`src/rtl/alu_result_bcd.sv`:
```
// alu_result_bcd: converts the ALU result magnitude to packed BCD.
// A sequential shift-add-3 (double-dabble) engine processes one bit per clock.
// Valid/ready handshakes on both sides let the display driver apply backpressure.
module alu_result_bcd #(
  parameter int VAL_W  = 16,
  parameter int DIGITS = 5
) (
  input  logic                  clk,
  input  logic                  rst_n,
  input  logic                  valid_in,
  output logic                  ready_in,
  input  logic [1:0]            opcode,
  input  logic [7:0]            out,
  input  logic [7:0]            extended_out,
  input  logic                  carry,
  input  logic                  overflow,
  output logic [4*DIGITS-1:0]   bcd,
  output logic [2:0]            num_digits,
  output logic                  ovf_out,
  output logic                  bcd_valid,
  input  logic                  bcd_ready
);

  localparam int BCD_W = 4 * DIGITS;
  localparam int TOT_W = BCD_W + VAL_W;
  localparam int CNT_W = $clog2(VAL_W);

  localparam logic [1:0] OP_ADD = 2'b00;
  localparam logic [1:0] OP_AND = 2'b01;
  localparam logic [1:0] OP_XOR = 2'b10;
  localparam logic [1:0] OP_MUL = 2'b11;

  typedef enum logic [1:0] {
    IDLE = 2'd0,
    CONV = 2'd1,
    DONE = 2'd2
  } state_t;

  state_t state, state_next;

  // The BCD accumulator (upper BCD_W bits) and the binary shift register
  // (lower VAL_W bits) are one vector, so each step is a single left shift.
  logic [TOT_W-1:0] shift_q;
  logic [TOT_W-1:0] shift_next;
  logic [BCD_W-1:0] bcd_adj;
  logic [CNT_W-1:0] cnt;
  logic             last_shift;
  logic [VAL_W-1:0] magnitude;
  logic [2:0]       sig_digits;

  // Select the true unsigned magnitude of the issued operation.
  always_comb begin
    // NOTE: every combinational output gets a default first; a path that
    // leaves it unassigned would otherwise infer a latch.
    magnitude = '0;
    case (opcode)
      OP_ADD:  magnitude = VAL_W'({carry, out});
      OP_AND,
      OP_XOR:  magnitude = VAL_W'(out);
      OP_MUL:  magnitude = VAL_W'({extended_out, out});
      default: magnitude = '0;
    endcase
  end

  // Add 3 to every accumulator nibble >= 5, then shift the combined vector.
  always_comb begin
    bcd_adj = '0;
    for (int i = 0; i < DIGITS; i++) begin
      if (shift_q[VAL_W + 4*i +: 4] >= 4'd5)
        bcd_adj[4*i +: 4] = shift_q[VAL_W + 4*i +: 4] + 4'd3;
      else
        bcd_adj[4*i +: 4] = shift_q[VAL_W + 4*i +: 4];
    end
    shift_next = {bcd_adj, shift_q[VAL_W-1:0]} << 1;
  end

  assign last_shift = (cnt == CNT_W'(VAL_W - 1));

  // Significant digit count of the final BCD value; zero still shows one digit.
  always_comb begin
    sig_digits = 3'd1;
    for (int i = 0; i < DIGITS; i++) begin
      if (shift_next[VAL_W + 4*i +: 4] != 4'd0)
        sig_digits = 3'(i + 1);
    end
  end

  // State register.
  always_ff @(posedge clk or negedge rst_n) begin
    // NOTE: sequential state uses non-blocking assignments so every register
    // samples pre-edge values regardless of statement order.
    if (!rst_n) state <= IDLE;
    else        state <= state_next;
  end

  // Next-state decode.
  always_comb begin
    state_next = state;
    case (state)
      IDLE:    if (valid_in) state_next = CONV;
      CONV:    if (last_shift) state_next = DONE;
      DONE:    if (bcd_ready) state_next = IDLE;
      default: state_next = IDLE;
    endcase
  end

  assign ready_in = (state == IDLE);

  // Conversion datapath and registered result outputs.
  always_ff @(posedge clk or negedge rst_n) begin
    // NOTE: all state here is a few flops, not a memory array, so every
    // register is reset; a reset mid-conversion discards the in-flight result.
    if (!rst_n) begin
      shift_q    <= '0;
      cnt        <= '0;
      bcd        <= '0;
      num_digits <= 3'd1;
      ovf_out    <= 1'b0;
      bcd_valid  <= 1'b0;
    end else begin
      case (state)
        IDLE: begin
          if (valid_in) begin
            shift_q <= {{BCD_W{1'b0}}, magnitude};
            cnt     <= '0;
            ovf_out <= overflow;
          end
        end
        CONV: begin
          shift_q <= shift_next;
          cnt     <= cnt + 1'b1;
          if (last_shift) begin
            bcd        <= shift_next[TOT_W-1 -: BCD_W];
            num_digits <= sig_digits;
            bcd_valid  <= 1'b1;
          end
        end
        DONE: begin
          if (bcd_ready) bcd_valid <= 1'b0;
        end
        default: ;
      endcase
    end
  end

endmodule

```
`config.mk`:
```
export PLATFORM = sky130hd
export DESIGN_NAME = alu_result_bcd
export DESIGN_NICKNAME = d
export VERILOG_FILES = /design/src/rtl/alu_result_bcd.sv
export SDC_FILE = /design/constraint.sdc
export NUM_CORES = 1
export LEC_CHECK = 0
export CAP_MARGIN = 20
export CORE_ASPECT_RATIO = 0.9
export CORE_UTILIZATION = 45
export CTS_CLUSTER_SIZE = 16
export DETAILED_ROUTE_END_ITERATION = 8
export GPL_ROUTABILITY_DRIVEN = 0
export PLACE_DENSITY = 0.69
export SKIP_CTS_REPAIR_TIMING = 1
export SLEW_MARGIN = 15
export SYNTH_ARGS = -nofsm -noshare
export SYNTH_HDL_FRONTEND = slang
export SYNTH_SLANG_ARGS = --single-unit
```
`constraint.sdc`:
```
create_clock -name clk -period 2.8 [get_ports clk]
set_clock_uncertainty 0.15 [all_clocks]
set_input_delay 0.7 -clock clk [delete_from_list [all_inputs] [get_ports clk]]
set_output_delay 0.7 -clock clk [all_outputs]
set_load 0.1 [all_outputs]
```
==> results.py <==
metrics = {
    "timing": {
        "final_hold_viol_count": 0,
        "worst_hold_slack_ns": 0.1752,
        "fmax_mhz": 451.4,
        "min_period_ns": 2.215,
        "fin_crit_sh": 0.7911,
        "slew_headroom": 0.4657,
        "fin_setup_tns_ns": 0,
        "setup_ws_ns": 0.5848,
        "worst_pin_slew_ns": 0.8014,
        "setup_violations": 0,
        "rsz0062_at_grt": "false",
        "slew_viol_final": 0,
    },
    "global_routing": {
        "grt_busiest_layer": "met2",
        "antenna_found_initial": 0,
        "grt-ovfl-total": 0,
        "use_met1": 0.2460,
        "use_met3": 0.05741,
        "grt_pass1_vias": 2568,
        "met2_usage": 0.3371,
        "grt_usage": 0.1991,
        "grt_pass1_wl_microns": 11500,
        "grt_max_degree": 33,
    },
    "setup_path": {
        "crit_end": "num_digits[1]$_DFFE_PN0P_",
        "startpoint": "shift_q[20]$_DFFE_PN0P_",
        "required_ns": 2.89,
        "reg2reg_to": "num_digits[1]$_DFFE_PN0P_",
        "cp_slowest_stage_delay_ns": 0.42,
        "crit_family": "compound AO/OA/AOI/OAI gates",
        "worst-path-buf-inv": 1,
        "worst_ep_arrival_time_ns": 2.30,
        "critPathLaunchType": "flop",
        "critPathKind": "flop to flop",
        "cp.depth": 8,
        "r2r_start": "shift_q[20]$_DFFE_PN0P_",
        "critPathMaxFanout": 5,
        "rrSetupSlack_ns": 0.58,
        "critPathCaptureType": "flop",
        "cp_slowest_cell": "dfrtp_1",
        "worstRegToRegCells": 8,
        "crit_path_cell_trace": "inv_1, ha_1, nand2b_1, a21oi_4, mux2i_1, and3_4, nand4_1, a32o_2",
    },
    "synthesis": {
        "synth.distinct_cells": 37,
        "ys_seq_area_frac": 0.5240,
        "synth_edf_count": 0,
        "netlist_top_cells_area": "dfrtp_1 52%, o21ai_0 6.9%, nand2_1 5.6%",
        "yosys_warnings": 0,
        "ys.flop_type": "dfrtp_1",
        "syn_inst": 338,
        "yosys_register_bits": 67,
        "syn-num-nets": 373,
        "async_flop_share": 1.000,
        "netlist.area_leader.share": 0.5158,
        "yosysTopAreaCell": "dfrtp_1",
        "syn-cell-area_sq_um": 3202,
        "syn_area_per_cell_sq_um": 9.473,
    },
    "final_layout": {
        "antennaDiodeCount": 0,
        "nets": 423,
        "final_layout_size_suffix_gt1_frac": 0.1756,
        "synthToLayoutAreaGrowth_pct": 22.98,
        "fillers": 615,
    },
    "floorplanning": {
        "dieArea_sq_um": 7457,
        "floorplan.initialDensity": 0.4760,
        "num_rows": 28,
        "core_sq_um": 6726,
        "io_pins": 50,
        "die_h_microns": 82.03,
        "die_w_microns": 90.92,
    },
    "place": {
        "dp_slack_ns": 0.5158,
        "port_buffers": 49,
        "place_hpwl_microns": 4730,
    },
    "status": {
        "status": "completed",
    },
    "clock_network": {
        "htree_levels": 3,
        "cts_tree": "yes",
        "cts_sinks": 67,
        "clk_pin_slew_worst_paths_ns": 0.08,
        "clkLatencyLatePin_ns": 0.35,
        "cts_root_buffer": "clkbuf_8",
        "clk_path_buf_depth": 2,
        "cts_made_buffers": 9,
    },
    "flow_run": {
        "maxCapViolCount": 0,
    },
    "route": {
        "final_antenna_net_count": 0,
        "firstDrtPassIters": 4,
        "routed_wirelength_microns": 6664,
        "vias_per_cell": 5.248,
        "num_vias": 2535,
        "drc": 0,
        "wl_per_cell_microns": 13.80,
        "drt_iter0_markers": 102,
    },
    "hold_path": {
        "hp-class": "primary input to async pin",
    },
}
## cells in the mapped netlist (all sizes together), types with 2 or more instances
library cell,n
a32o,5
buf,6
nor3b,9
o22ai,7
xnor2,5
clkbuf,12
dfrtp,66
mux2,4
mux2i,2
o31ai,5
and2,2
a21oi,19
nand3,25
ha,11
nand2b,7
a31oi,6
nand4,2
o21ai,47
nor2,31
inv,11
nand2,48
## final cells by class
class | instances | area (sq um) | share of cell area
clock inverters | 7 | 76.32 | 0.01938
inverters | 11 | 41.29 | 0.01049
multi-input cells | 242 | 1413 | 0.3588
flip-flops and latches | 67 | 1678 | 0.4261
well taps | 90 | 112.6 | 0.02860
clock buffers | 9 | 123.9 | 0.03146
repair buffers | 57 | 493.0 | 0.1252
## registers in the layout (all words and copies together), names as in the netlist
| name | cells |
|---|---|
| state | 2 |
| ovf_out | 1 |
| num_digits | 3 |
| bcd | 20 |
| cnt | 4 |
| bcd_valid | 1 |
| shift_q | 36 |
## layer usage
layer / routed length [microns] / part of all wire
met1: 3200 / 0.48
met2: 3157 / 0.47
met3: 231 / 0.035
met4: 75 / 0.011
met5: 0 / 0
## kinds of logic after synthesis
| kind of cell | after synthesis | share of synthesized area |
|---|---|---|
| DFF | 67 | 0.5240 |
| and+or+nand+nor | 129 | 0.1884 |
| adders and majority gates | 11 | 0.04298 |
| muxes | 6 | 0.02149 |
| AOI/OAI and AO/OA | 91 | 0.1731 |
| buffers and inverters | 29 | 0.03634 |
| xor gates and xnor gates | 5 | 0.01368 |
## placed cells by master, fill, tap and decap left out, types with 3 or more instances in the layout
cell / count
a32o_1: 4
dfrtp_1: 66
buf_4: 33
nor2_1: 29
o31ai_1: 5
clkbuf_8: 9
nand2b_1: 5
clkdlybuf4s50_1: 22
ha_1: 11
nand2_1: 48
a21oi_1: 14
xnor2_1: 5
clkinvlp_4: 5
mux2_2: 3
o21ai_0: 44
o22ai_1: 7
a21oi_2: 3
inv_1: 11
nand3_1: 25
a31oi_1: 6
nor3b_1: 9
## worst register-to-register path: stages, from the launching register on
cell	delay, ns
dfrtp_1	0.42
inv_1	0.13
ha_1	0.26
nand2b_1	0.13
a21oi_4	0.22
mux2i_1	0.22
and3_4	0.20
nand4_1	0.09
a32o_2	0.28
## per-stage QoR
step	instance area, sq um	utilization	std cells
finish	3938	0.5854	483
CTS	3938	0.5854	483
global route	3938	0.5854	483
global placement	3737	0.5556	467
floorplan	3204	-	338
detailed placement	3737	0.5556	467
## worst min-delay path by stage
stage                              from                      end
floorplan                         rst_n       bcd[0]$_DFFE_PN0P_
global placement    bcd[17]$_DFFE_PN0P_      bcd[17]$_DFFE_PN0P_
detailed placement  ovf_out$_DFFE_PN0P_      ovf_out$_DFFE_PN0P_
CTS                               rst_n  shift_q[27]$_DFFE_PN0P_
global route                      rst_n     state[1]$_DFFE_PN0P_
finish                            rst_n     state[1]$_DFFE_PN0P_
Power is left out: the tool's default activity adds up to more than one toggle a clock period on the data nets, which glitch-free logic cannot reach.
